==> config.mk <==
export PLATFORM = sky130hd
export DESIGN_NAME = regfile_write_arbiter
export DESIGN_NICKNAME = d
export VERILOG_FILES = /design/src/rtl/regfile_arb_pkg.sv /design/src/rtl/rr_priority_picker.sv /design/src/rtl/regfile_write_arbiter.sv
export SDC_FILE = /design/constraint.sdc
export NUM_CORES = 1
export LEC_CHECK = 0
export CORE_AREA = 2 2 137 139
export DETAILED_ROUTE_END_ITERATION = 8
export DIE_AREA = 0 0 139 141
export PLACE_DENSITY = 0.65
export SYNTH_ARGS = -nofsm -noshare
export SYNTH_HDL_FRONTEND = slang
export SYNTH_SLANG_ARGS = --single-unit
==> constraint.sdc <==
create_clock -name clk -period 6.15 [get_ports clk]
set_input_delay 1.23 -clock clk [delete_from_list [all_inputs] [get_ports clk]]
set_output_delay 1.23 -clock clk [all_outputs]
set_load 0.03 [all_outputs]
==> src/rtl/regfile_arb_pkg.sv <==
// Shared constants and types for the register-file write-port arbiter.
// Holds the default sizing and the controller state encoding.
package regfile_arb_pkg;

    localparam int unsigned DEF_NUM_REQ    = 4;
    localparam int unsigned DEF_ADDR_WIDTH = 5;
    localparam int unsigned DEF_DATA_WIDTH = 64;
    localparam int unsigned DEF_ZERO_REG   = 31;

    typedef enum logic {
        IDLE  = 1'b0,
        WRITE = 1'b1
    } arb_state_e;

    // Pointer width for a requester count; never narrower than one bit.
    function automatic int unsigned ptr_width(input int unsigned n);
        return (n > 1) ? $clog2(n) : 1;
    endfunction

endpackage

==> src/rtl/rr_priority_picker.sv <==
// Combinational round-robin picker: first eligible requester at or after the
// pointer, wrapping from NUM_REQ-1 back to 0.
module rr_priority_picker
    import regfile_arb_pkg::*;
#(
    parameter int unsigned NUM_REQ = DEF_NUM_REQ,
    parameter int unsigned PTR_W   = ptr_width(NUM_REQ)
) (
    input  logic [NUM_REQ-1:0] i_eligible,
    input  logic [PTR_W-1:0]   i_ptr,
    output logic [NUM_REQ-1:0] o_grant_c,
    output logic               o_valid_c
);

    // One extra bit so ptr+k cannot overflow before the wrap correction.
    logic [PTR_W:0] w_idx;

    always_comb begin
        o_grant_c = '0;
        o_valid_c = 1'b0;
        w_idx     = '0;
        for (int unsigned k = 0; k < NUM_REQ; k++) begin
            w_idx = {1'b0, i_ptr} + (PTR_W+1)'(k);
            if (w_idx >= (PTR_W+1)'(NUM_REQ)) begin
                w_idx = w_idx - (PTR_W+1)'(NUM_REQ);
            end
            if (!o_valid_c && i_eligible[w_idx[PTR_W-1:0]]) begin
                o_grant_c[w_idx[PTR_W-1:0]] = 1'b1;
                o_valid_c                   = 1'b1;
            end
        end
    end

endmodule

==> src/rtl/regfile_write_arbiter.sv <==
// Shares the register file's single write port among NUM_REQ requesters with
// round-robin selection; zero-register writes are acknowledged but suppressed.
module regfile_write_arbiter
    import regfile_arb_pkg::*;
#(
    parameter int unsigned NUM_REQ    = DEF_NUM_REQ,
    parameter int unsigned ADDR_WIDTH = DEF_ADDR_WIDTH,
    parameter int unsigned DATA_WIDTH = DEF_DATA_WIDTH,
    parameter int unsigned ZERO_REG   = DEF_ZERO_REG
) (
    input  logic                          clk,
    input  logic                          reset,
    input  logic [NUM_REQ-1:0]            req,
    input  logic [NUM_REQ*ADDR_WIDTH-1:0] reqAddr,
    input  logic [NUM_REQ*DATA_WIDTH-1:0] reqData,
    input  logic                          hold,
    output logic [NUM_REQ-1:0]            ack,
    output logic                          regWrite,
    output logic [ADDR_WIDTH-1:0]         writeRegister,
    output logic [DATA_WIDTH-1:0]         writeData
);

    localparam int unsigned PTR_W = ptr_width(NUM_REQ);

    arb_state_e             r_state;
    logic [NUM_REQ-1:0]     r_ack;
    logic                   r_reg_write;
    logic [ADDR_WIDTH-1:0]  r_wr_reg;
    logic [DATA_WIDTH-1:0]  r_wr_data;
    logic [PTR_W-1:0]       r_ptr;

    arb_state_e             w_state_nxt;
    logic [NUM_REQ-1:0]     w_ack_nxt;
    logic                   w_reg_write_nxt;
    logic [ADDR_WIDTH-1:0]  w_wr_reg_nxt;
    logic [DATA_WIDTH-1:0]  w_wr_data_nxt;
    logic [PTR_W-1:0]       w_ptr_nxt;

    logic [NUM_REQ-1:0]     w_eligible;
    logic [NUM_REQ-1:0]     w_pick_grant;
    logic                   w_pick_valid;
    logic                   w_grant;
    logic [PTR_W-1:0]       w_win_idx;
    logic [ADDR_WIDTH-1:0]  w_sel_addr;
    logic [DATA_WIDTH-1:0]  w_sel_data;

    // A requester being acked this cycle is masked so one request is never granted twice.
    assign w_eligible = req & ~r_ack;
    assign w_grant    = w_pick_valid & ~hold;

    rr_priority_picker #(
        .NUM_REQ (NUM_REQ),
        .PTR_W   (PTR_W)
    ) u_picker (
        .i_eligible (w_eligible),
        .i_ptr      (r_ptr),
        .o_grant_c  (w_pick_grant),
        .o_valid_c  (w_pick_valid)
    );

    // Encode the one-hot winner and mux its address/data slices.
    always_comb begin
        w_win_idx  = '0;
        w_sel_addr = '0;
        w_sel_data = '0;
        for (int unsigned i = 0; i < NUM_REQ; i++) begin
            if (w_pick_grant[i]) begin
                w_win_idx  = PTR_W'(i);
                w_sel_addr = reqAddr[i*ADDR_WIDTH +: ADDR_WIDTH];
                w_sel_data = reqData[i*DATA_WIDTH +: DATA_WIDTH];
            end
        end
    end

    // Next-state and next-output logic; write port data holds when nothing is granted.
    always_comb begin
        w_state_nxt     = r_state;
        w_ack_nxt       = '0;
        w_reg_write_nxt = 1'b0;
        w_wr_reg_nxt    = r_wr_reg;
        w_wr_data_nxt   = r_wr_data;
        w_ptr_nxt       = r_ptr;

        if (w_grant) begin
            w_ack_nxt       = w_pick_grant;
            w_wr_reg_nxt    = w_sel_addr;
            w_wr_data_nxt   = w_sel_data;
            w_reg_write_nxt = (w_sel_addr != ADDR_WIDTH'(ZERO_REG));
            w_ptr_nxt       = (w_win_idx == PTR_W'(NUM_REQ-1)) ? '0 : w_win_idx + PTR_W'(1);
        end

        case (r_state)
            IDLE:    if (w_grant)  w_state_nxt = WRITE;
            WRITE:   if (!w_grant) w_state_nxt = IDLE;
            default: w_state_nxt = IDLE;
        endcase
    end

    always_ff @(posedge clk or posedge reset) begin
        if (reset) begin
            r_state     <= IDLE;
            r_ack       <= '0;
            r_reg_write <= 1'b0;
            r_wr_reg    <= '0;
            r_wr_data   <= '0;
            r_ptr       <= '0;
        end else begin
            r_state     <= w_state_nxt;
            r_ack       <= w_ack_nxt;
            r_reg_write <= w_reg_write_nxt;
            r_wr_reg    <= w_wr_reg_nxt;
            r_wr_data   <= w_wr_data_nxt;
            r_ptr       <= w_ptr_nxt;
        end
    end

    assign ack           = r_ack;
    assign regWrite      = r_reg_write;
    assign writeRegister = r_wr_reg;
    assign writeData     = r_wr_data;

endmodule
==> results of run 1 <==
## synth_stat cells (3+ instances only)
cell type / instances / area (um2)
sky130_fd_sc_hd__and2_1: 7 / 43.8
sky130_fd_sc_hd__clkbuf_1: 43 / 161
sky130_fd_sc_hd__o21ai_0: 8 / 40.0
sky130_fd_sc_hd__a211oi_1: 40 / 300
sky130_fd_sc_hd__o31ai_1: 26 / 195
sky130_fd_sc_hd__a21o_1: 41 / 308
sky130_fd_sc_hd__nand2b_1: 3 / 18.8
sky130_fd_sc_hd__nor2_1: 73 / 274
sky130_fd_sc_hd__a222oi_1: 40 / 400
sky130_fd_sc_hd__nand2_1: 36 / 135
sky130_fd_sc_hd__nor2b_1: 4 / 25.0
sky130_fd_sc_hd__nand3_1: 3 / 15.0
sky130_fd_sc_hd__dfrtp_1: 76 / 1900
sky130_fd_sc_hd__buf_4: 7 / 52.6
sky130_fd_sc_hd__a21oi_1: 28 / 140
sky130_fd_sc_hd__a221o_1: 27 / 270
sky130_fd_sc_hd__ha_1: 6 / 75.1
sky130_fd_sc_hd__inv_1: 7 / 26.3
## final timing paths
kind	slack, ns	depth (start not counted)	end
max in group asynchronous	3.87	3	writeData[14]$_DFFE_PP0P_
worst min-delay path	0.47	2	writeData[53]$_DFFE_PP0P_
worst max-delay path	1.30	11	writeData[28]$_DFFE_PP0P_
worst min register to register	0.47	2	writeData[53]$_DFFE_PP0P_
min in group asynchronous	1.20	2	writeData[24]$_DFFE_PP0P_
worst max register to register	1.59	11	writeData[28]$_DFFE_PP0P_
## state kept, by name (all words and copies together), names as in the netlist
signal,cells
ack,4
r_ptr,2
regWrite,1
writeData,64
writeRegister,5
## through the flow
| stage | instance area (um2) | hold slack [ns] |
|---|---|---|
| global placement | 8520 | 0.459 |
| detailed placement | 8520 | 0.464 |
| CTS | 8790 | 0.477 |
| floorplan | 4780 | 0.592 |
| finish | 8790 | 0.470 |
| global route | 8790 | 0.481 |
## routing by layer
layer | share of wire, % | wire, um | up-vias
met4 | 2.0 | 418 | 0
met5 | 0 | 0 | -
met3 | 6.9 | 1410 | 25
li1 | - | - | 2669
met2 | 50 | 10200 | 209
met1 | 41 | 8410 | 2656
## logic make-up (layout without fill, tap and decap cells)
kind of cell    Yosys count  after routing  synth area share [%]
compound gates          228            228                  38.4
fa+ha+maj                 6              6                  1.57
buf+inv                  62            388                  5.76
flops                    76             76                  39.8
mux                       3              3                  1.18
simple gates            142            142                  13.3
## power by group through the flow
stage | clock, mW | sequential, mW | combinational, mW
2_1_floorplan | 0 | 1.26 | 2.03
3_3_place_gp | 0 | 0.870 | 3.59
3_5_place_dp | 0 | 0.873 | 3.61
4_1_cts | 0.509 | 0.870 | 3.63
5_1_grt | 0.528 | 0.897 | 3.90
6_report | 0.484 | 0.867 | 3.60
## final cells by class
class                      count  area [um2]
fill                        1758        9480
timing repair buffer         365        3660
multi-input combinational    379        2640
sequential                    76        1900
tap                          234         293
clock buffer                  14         254
inverter                       7        27.5
clock inverter                 2        10.0
## worst register-to-register path: stages (launching register included)
cell and delay [ns]:
sky130_fd_sc_hd__dfrtp_1 0.59, sky130_fd_sc_hd__inv_1 0.20, sky130_fd_sc_hd__ha_1 0.46, sky130_fd_sc_hd__or4bb_1 0.53, sky130_fd_sc_hd__and4_4 0.21, sky130_fd_sc_hd__a311o_1 0.39
sky130_fd_sc_hd__a2111oi_4 0.47, sky130_fd_sc_hd__and2_2 0.84, sky130_fd_sc_hd__buf_12 0.27, sky130_fd_sc_hd__a222oi_1 0.14, sky130_fd_sc_hd__a211oi_1 0.28, sky130_fd_sc_hd__a21o_1 0.11
==> impl_metrics.csv, run 1 <==
group,metric,value,unit
outcome,status,"completed",
synth,netlist-cell-type-count,50,
grt,first_pass_grt_wire_length,30.8,mm
critical_path,cp_data_required_time,6.42,ns
sta,worst_pin_slew,0.910,ns
sta,clock.fmax,206,MHz
clock_tree,cts.clk_slew.worst_paths,0.06,ns
hold_path,worst_min_path_class,"reg2reg",
routing,viasPerCell,5.16,
sta,final-setup-viol-count,0,
grt,sum_of_overflow_across_all_layers_after_global_routing,0,
grt,grtUsageMet1,24.6,%
finish,finalCoreUtilization,48.1,%
floorplanning,placeableCoreArea,18300,um2
critical_path,timing.critical_path.arrival,5.13,ns
place,dp_hpwl,15.2,mm
clock_tree,clock_sinks,76,
finish,drive_above_1_share,4.03,%
critical_path,setup.worst_path.start_class,"primary input",
routing,first_iter_violations,394,
clock_tree,cts_post_setup_buffers_inserted,0,
synth,synth_area_per_cell,9.25,um2
critical_path,crit_path_max_incr_delay,0.84,ns
sta,timing.clock.skew,0.00327,ns
power_and_ir_drop,p_int,2.56,mW
hold_path,min-delay-start,"writeData[53]$_DFFE_PP0P_",
clock_tree,worst_skew_pair_latency,0.33,ns
grt,grt_max_degree,78,
power_and_ir_drop,net_switching_share_of_the_total_power,48.2,%
clock_tree,cts_buffer_depth,2,
finish,mostFrequentLayoutCells,"sky130_fd_sc_hd__clkdlybuf4s50_1 (356), sky130_fd_sc_hd__dfrtp_1 (76), sky130_fd_sc_hd__nor2_1 (73)",
routing,route.final.wire_length,20.4,mm
finish,mostFrequentLayoutCell,"sky130_fd_sc_hd__clkdlybuf4s50_1",
critical_path,path_buf_inv,2,
synth,ys_warn_count,0,
power_and_ir_drop,leakagePower,3.65,nW
place,port_buffers,356,
grt,first_global_vias,5517,
place,place_ws,0.977,ns
clock_tree,cts_max_level,3,
routing,via_count,5559,
grt,antenna_found_initial,0,
sta,worst_slew_margin_rel,39.4,%
clock_tree,cts_inserted_buffers,9,
power_and_ir_drop,worst_ir_drop_on_vdd,0.505,mV
floorplanning,design.die.area,19600,um2
place,placedCellCount,1061,
finish,nNetsFinal,1127,
sta,number_of_endpoints_with_negative_hold_slack_in_the_final_report,0,
floorplanning,fp.dieH,141,um
critical_path,crit_slowest_cell,"sky130_fd_sc_hd__and2_2",
critical_path,largest_driver_fanout_on_the_critical_path,37,
synth,yosys_most_used_dff,"sky130_fd_sc_hd__dfrtp_1",
synth,mappedNetlistNets,806,
synth,async_flop_share,100,%
synth,synthesis.area,4780,um2
place,gp_congestion,0.870,
power_and_ir_drop,power_density,564,nW/um2
clock_tree,clock_root_buffer,"sky130_fd_sc_hd__clkbuf_16",
routing,drc_violations,0,
grt,global_route.peak_usage_layer,"met2",
grt,grt.total_usage,20.1,%
clock_tree,cts_resized,0,
sta,period_share,78.9,%
critical_path,worst_setup_path_end_kind,"register",
sta,final_critical_path_setup_slack,1.30,ns
synth,yosys_register_bits,76,
synth,synth-edff-count,0,
floorplanning,floorplan.die.width,139,um
finish,diodes,0,
critical_path,critical_path_cell_by_cell,"clkdlybuf4s50_1 > nor2b_1 > nor2_1 > mux4_2 > a311o_1 > a2111oi_4 > and2_2 > buf_12 > a222oi_1 > a211oi_1 > a21o_1",
sta,post-route-min-period,4.85,ns
power_and_ir_drop,power,4.95,mW
finish,instances_no_fill,1077,
grt,met3_usage,6.22,%
critical_path,critical_path.startpoint,"req[1]",
job,drv.max_cap_violation_count,0,
floorplanning,io_pins,357,
finish,flow.area_growth_from_synthesis,83.8,%
routing,avgRoutedWirePerCell,19.0,um
power_and_ir_drop,power_switching,2.39,mW
floorplanning,initial_utilization,26.2,%
grt,grt_util_met2,34.1,%
sta,finalSetupTns,0,ns
power_and_ir_drop,combinational_share_of_power,72.7,%
clock_tree,cts_tree,"built",
sta,timing_max_transition_violations_final,0,
synth,netlist_instances,517,
routing,detail_route.first_pass.iterations,7,
sta,grt_setup_unrepaired,"no",
critical_path,criticalPathCategory,"in2reg",
routing,ant_nets,0,
power_and_ir_drop,clock_power_share,9.8,%
clock_tree,cts_hold_repair.buffers,0,
critical_path,r2r-start,"r_ptr[0]$_DFFE_PP0P_",
floorplanning,core.rowCount,50,
power_and_ir_drop,power_frac_seq,17.5,%
critical_path,critical_path.top_delay_family,"compound AO/OA/AOI/OAI gates",
synth,synth.yosys.seq_area_share,39.8,%
No activity file was read; power rests on OpenSTA's default activity.
==> inputs of run 2 (changes only) <==
- clock period: 6.15 -> 4.94 ns (I/O delays scaled with it)
==> run 2 against run 1 <==
Compared with the run above: power is 29% higher; sequential share of layout area is 0.32 points lower; sequential power is 26% higher; clock skew is 0.0046 ns higher; critical path type unchanged; critical endpoint is now writeData[6]$_DFFE_PP0P_.
==> impl_metrics.csv, run 2 (synthesis gave the netlist of run 1 again) <==
group,metric,value,unit
outcome,status,"completed",
sta,timing.clock.skew,0.00783,ns
finish,drive_above_1_share,4.95,%
floorplanning,core.rowCount,50,
critical_path,largest_driver_fanout_on_the_critical_path,39,
clock_tree,cts_tree,"built",
grt,first_pass_grt_wire_length,31.4,mm
floorplanning,io_pins,357,
routing,detail_route.first_pass.iterations,9,
critical_path,setup.worst_path.start_class,"primary input",
clock_tree,cts_buffer_depth,2,
clock_tree,cts_post_setup_buffers_inserted,0,
finish,mostFrequentLayoutCell,"sky130_fd_sc_hd__clkdlybuf4s50_1",
sta,clock.fmax,247,MHz
sta,finalHoldWorstSlack,0.472,ns
critical_path,critical_path.startpoint,"req[1]",
sta,period_share,82.1,%
place,dp_hpwl,15.6,mm
hold_path,worst_min_path_class,"reg2reg",
place,placedCellCount,1066,
clock_tree,clock_sinks,76,
finish,nNetsFinal,1132,
finish,mostFrequentLayoutCells,"sky130_fd_sc_hd__clkdlybuf4s50_1 (356), sky130_fd_sc_hd__dfrtp_1 (76), sky130_fd_sc_hd__nor2_1 (73)",
floorplanning,design.die.area,19600,um2
sta,final_critical_path_setup_slack,0.883,ns
critical_path,r2r-start,"r_ptr[0]$_DFFE_PP0P_",
sta,number_of_endpoints_with_negative_hold_slack_in_the_final_report,0,
critical_path,timing.critical_path.arrival,4.33,ns
clock_tree,cts.clk_slew.worst_paths,0.06,ns
sta,worst_slew_margin_rel,34.0,%
clock_tree,cts_hold_repair.buffers,0,
place,place_ws,0.557,ns
routing,viasPerCell,5.17,
critical_path,r2r_cells,11,
routing,via_count,5604,
critical_path,worst_setup_path_endpoint,"writeData[6]$_DFFE_PP0P_",
finish,instances_no_fill,1083,
sta,final-setup-viol-count,0,
grt,grt_max_degree,77,
grt,antenna_found_initial,1,
clock_tree,clock_root_buffer,"sky130_fd_sc_hd__clkbuf_16",
finish,flow.area_growth_from_synthesis,86.5,%
place,gp_congestion,0.841,
clock_tree,worst_skew_pair_latency,0.34,ns
critical_path,cp_data_required_time,5.22,ns
sta,post-route-min-period,4.06,ns
routing,avgRoutedWirePerCell,18.9,um
floorplanning,placeableCoreArea,18300,um2
clock_tree,cts_max_level,3,
grt,first_global_vias,5557,
sta,worst_pin_slew,0.990,ns
routing,first_iter_violations,388,
critical_path,criticalPathCategory,"in2reg",
sta,timing_max_transition_violations_final,0,
power_and_ir_drop,power_density,714,nW/um2
finish,number_of_flip_flops_under_the_largest_register_name,64,
sta,finalSetupTns,0,ns
grt,sum_of_overflow_across_all_layers_after_global_routing,0,
routing,ant_nets,0,
power_and_ir_drop,worst_ir_drop_on_vdd,0.472,mV
critical_path,worst_setup_path_end_kind,"register",
critical_path,r2r_end,"writeData[6]$_DFFE_PP0P_",
clock_tree,cts_inserted_buffers,9,
routing,drc_violations,0,
floorplanning,initial_utilization,26.2,%
place,port_buffers,356,
sta,grt_setup_unrepaired,"no",
floorplanning,floorplan.die.width,139,um
clock_tree,cts_resized,0,
critical_path,r2r_setup_slack,0.93,ns
job,drv.max_cap_violation_count,0,
routing,route.final.wire_length,20.5,mm
power_and_ir_drop,leakagePower,3.71,nW
grt,grt.total_usage,20.5,%
floorplanning,fp.dieH,141,um
-- run 2: changes by cell type in the layout (fill, tap and decap cells not counted), sizes merged --
cell	change
buf	+5
clkinvlp	+3
bufinv	+3
clkbuf	-4
diode	+1
clkinv	-2
-- run 2: metrics by stage --
stage	utilization [%]	cell area [um2]	power, mW
finish	48.8	8920	6.36
detailed placement	46.9	8570	5.64
floorplan	-	4780	4.10
CTS	48.8	8910	6.44
global route	48.8	8910	6.86
global placement	46.9	8570	5.60
-- run 2: layout make-up --
type / instances / area, um2
Multi-Input combinational cell: 379 / 2640
Timing Repair Buffer: 370 / 3710
Fill cell: 1748 / 9350
Antenna cell: 1 / 2.50
Clock buffer: 10 / 229
Sequential cell: 76 / 1900
Tap cell: 234 / 293
Inverter: 7 / 27.5
Clock inverter: 6 / 113
-- run 2: layer usage --
layer	vias up	GRT usage [%]	wire length (um)
li1	2685	-	-
met1	2669	26.2	8530
met2	224	33.7	10100
met3	26	5.26	1430
met4	0	7.23	409
met5	-	0	0
-- run 2: critical path, stage by stage --
cell                              delay, ns
sky130_fd_sc_hd__clkdlybuf4s50_1       0.48
sky130_fd_sc_hd__nor2b_1               0.27
sky130_fd_sc_hd__nor2_1                0.06
sky130_fd_sc_hd__mux4_2                0.51
sky130_fd_sc_hd__a311o_1               0.47
sky130_fd_sc_hd__a2111oi_4             0.48
sky130_fd_sc_hd__and2_2                0.27
sky130_fd_sc_hd__buf_12                0.21
sky130_fd_sc_hd__a222oi_1              0.17
sky130_fd_sc_hd__a211oi_1              0.29
sky130_fd_sc_hd__a21o_1                0.11
-- run 2: worst min-delay path by stage --
stage | depth (start not counted) | endpoint | start | slack (ns)
after global placement | 1 | writeData[42]$_DFFE_PP0P_ | writeData[42]$_DFFE_PP0P_ | 0.46
after global routing | 1 | writeData[58]$_DFFE_PP0P_ | writeData[58]$_DFFE_PP0P_ | 0.49
after floorplan | 2 | r_ptr[1]$_DFFE_PP0P_ | r_ptr[1]$_DFFE_PP0P_ | 0.59
after detailed placement | 1 | writeData[24]$_DFFE_PP0P_ | writeData[24]$_DFFE_PP0P_ | 0.46
final | 1 | writeData[61]$_DFFE_PP0P_ | writeData[61]$_DFFE_PP0P_ | 0.47
after CTS | 2 | writeData[10]$_DFFE_PP0P_ | writeData[10]$_DFFE_PP0P_ | 0.48
-- run 2: power by group --
group | leakage, nW | internal, mW | switching [mW]
logic | 2.58 | 1.98 | 2.53
clock network | 0.155 | 0.494 | 0.272
registers | 0.969 | 0.916 | 0.170
==> inputs of run 3 (changes only) <==
- PLACE_DENSITY: 0.65 -> 0.68
- clock period: 4.94 -> 3.38 ns (I/O delays scaled with it)
==> run 3 against run 2 <==
Compared with the run above: the run now ends with design-rule violations, negative setup slack left; clock-buffer cell count is 1 higher; sequential share of layout area is 1.3 points lower; die area stayed put; non-clock buffer count is 48 higher; critical path type is now reg2reg; largest cell class unchanged.
==> impl_metrics.csv, run 3 (synthesis gave the netlist of run 1 again) <==
group,metric,value,unit
sta,worst_slew_margin_rel,43.1,%
power_and_ir_drop,leakagePower,4.02,nW
sta,final-setup-viol-count,1,
sta,timing.clock.skew,0.0111,ns
grt,first_global_vias,5902,
sta,number_of_endpoints_with_negative_hold_slack_in_the_final_report,0,
critical_path,crit_slowest_cell,"sky130_fd_sc_hd__or4bb_1",
clock_tree,worst_skew_pair_latency,0.33,ns
grt,grt_util_met2,35.7,%
grt,grt_max_degree,86,
hold_path,whs_path_depth,1,
hold_path,worst_min_path_class,"reg2reg",
grt,grtUsageMet1,25.4,%
finish,nNetsFinal,1180,
critical_path,r2r_setup_slack,-0.04,ns
floorplanning,initial_utilization,26.2,%
grt,global_route.peak_usage_layer,"met2",
grt,first_pass_grt_wire_length,31.6,mm
finish,footprint_of_the_flip_flops_and_latches,1900,um2
sta,grt_setup_unrepaired,"yes",
finish,number_of_flip_flops_under_the_largest_register_name,64,
grt,met3_usage,3.74,%
critical_path,largest_driver_fanout_on_the_critical_path,8,
finish,drive_above_1_share,12.1,%
sta,clock.fmax,292,MHz
critical_path,r2r-start,"r_ptr[1]$_DFFE_PP0P_",
grt,grt.total_usage,20.3,%
critical_path,path_buf_inv,1,
finish,mostFrequentLayoutCell,"sky130_fd_sc_hd__clkdlybuf4s50_1",
clock_tree,clock_root_buffer,"sky130_fd_sc_hd__clkbuf_16",
sta,worst_pin_slew,0.853,ns
routing,route.final.wire_length,21.6,mm
routing,drc_violations,3,
clock_tree,cts.clk_slew.worst_paths,0.06,ns
routing,ant_nets,0,
finish,finalCoreUtilization,52.0,%
grt,sum_of_overflow_across_all_layers_after_global_routing,0,
floorplanning,design.die.area,19600,um2
routing,detail_route.first_pass.iterations,9,
outcome,status,"complete, but fails checks",
routing,viasPerCell,5.13,
critical_path,timing.critical_path.arrival,3.64,ns
clock_tree,cts_tree,"built",
floorplanning,floorplan.die.width,139,um
clock_tree,cts_buffer_depth,2,
finish,multiInputGateArea,2740,um2
critical_path,criticalPathCategory,"reg2reg",
clock_tree,cts_max_level,3,
hold_path,min-delay-start,"writeData[49]$_DFFE_PP0P_",
floorplanning,io_pins,357,
power_and_ir_drop,worst_ir_drop_on_vdd,0.721,mV
critical_path,crit_path_max_incr_delay,0.54,ns
finish,mostFrequentLayoutCells,"sky130_fd_sc_hd__clkdlybuf4s50_1 (352), sky130_fd_sc_hd__dfrtp_1 (76), sky130_fd_sc_hd__nor2_1 (73)",
critical_path,critical_path_cell_by_cell,"inv_2 > ha_4 > or4bb_1 > and4_4 > a311o_1 > a21o_4 > nor2b_4 > o41a_1 > or3_1 > o31a_1",
grt,antenna_found_initial,0,
place,gp_congestion,0.872,
routing,first_iter_violations,413,
sta,period_share,101,%
power_and_ir_drop,power_density,1120,nW/um2
finish,diodes,0,
floorplanning,fp.dieH,141,um
hold_path,min_to,"writeData[49]$_DFFE_PP0P_",
clock_tree,cts_inserted_buffers,9,
job,drv.max_cap_violation_count,0,
critical_path,cp_data_required_time,3.59,ns
place,port_buffers,356,
critical_path,r2r_end,"regWrite$_DFF_PP0_",
finish,fill_cells,1649,
place,dp_hpwl,16.0,mm
critical_path,critical_path.top_delay_family,"compound AO/OA/AOI/OAI gates",
floorplanning,core.rowCount,50,
finish,flow.area_growth_from_synthesis,98.6,%
sta,finalSetupTns,-0.0442,ns
sta,final_critical_path_setup_slack,-0.0442,ns
clock_tree,clock_sinks,76,
critical_path,r2r_cells,10,
clock_tree,cts_hold_repair.buffers,0,
sta,post-route-min-period,3.42,ns
routing,via_count,5795,
critical_path,setup.worst_path.start_class,"register",
outcome,violated_checks,"design-rule violations, negative setup slack",
critical_path,worst_setup_path_end_kind,"register",
sta,timing_max_transition_violations_final,0,
floorplanning,placeableCoreArea,18300,um2
routing,avgRoutedWirePerCell,19.1,um
==> run 3: cell count changes in the layout (fill, tap and decap cells not counted), sizes merged <==
cell           delta
bufinv            -2
clkinv            +2
dlygate4sd2       +3
clkinvlp          -2
dlymetal6s2s      +1
clkdlybuf4s50     -4
buf              +43
clkbuf            +6
inv               +1
diode             -1
==> run 3: power by group <==
part           switching [mW]  internal [mW]  leakage, nW
registers               0.231           1.34        0.969
logic                    4.16           3.88         2.91
clock network           0.392          0.595        0.146
total                    4.78           5.81         4.02
==> run 3: timing repair <==
| action | 4_1_cts | 5_1_grt |
|---|---|---|
| resized for setup | 9 | 18 |
| pin swaps | 2 | 37 |
| endpoints found under the setup margin | 60 | 63 |
| buffers inserted | 0 | 7 |
| gates cloned | 0 | 6 |
==> run 3: layout make-up <==
| class | count | share of cell area, % |
|---|---|---|
| Timing Repair Buffer | 418 | 44.5 |
| Multi-Input combinational cell | 379 | 28.9 |
| Sequential cell | 76 | 20.0 |
| Tap cell | 234 | 3.08 |
| Clock buffer | 11 | 2.56 |
| Clock inverter | 5 | 0.633 |
| Inverter | 7 | 0.290 |
==> run 3: worst max path at each step <==
| stage | from | to | cells after the start |
|---|---|---|---|
| after CTS | req[0] | regWrite$_DFF_PP0_ | 10 |
| after global routing | r_ptr[1]$_DFFE_PP0P_ | regWrite$_DFF_PP0_ | 12 |
| final | r_ptr[1]$_DFFE_PP0P_ | regWrite$_DFF_PP0_ | 10 |
| after detailed placement | req[1] | regWrite$_DFF_PP0_ | 11 |
| after global placement | req[2] | regWrite$_DFF_PP0_ | 11 |
| after floorplan | r_ptr[0]$_DFFE_PP0P_ | regWrite$_DFF_PP0_ | 12 |
==> run 3: metal layers <==
metal | wire length (um) | share of wire, %
met1 | 9150 | 42
met2 | 10900 | 50
met3 | 1210 | 5.6
met4 | 348 | 1.6
met5 | 0 | 0
==> run 3: per-stage QoR <==
step	total power [mW]	area, um2	std cells	hold WS (ns)	setup WS, ns
after global routing	11.3	9490	1130	0.490	-0.151
final	10.6	9490	1130	0.475	-0.0442
after global placement	8.79	8910	1101	0.459	-0.456
after CTS	9.92	9230	1117	0.478	0.00394
after detailed placement	8.85	8910	1101	0.465	-0.524
after floorplan	6.02	4790	517	0.592	0.00184
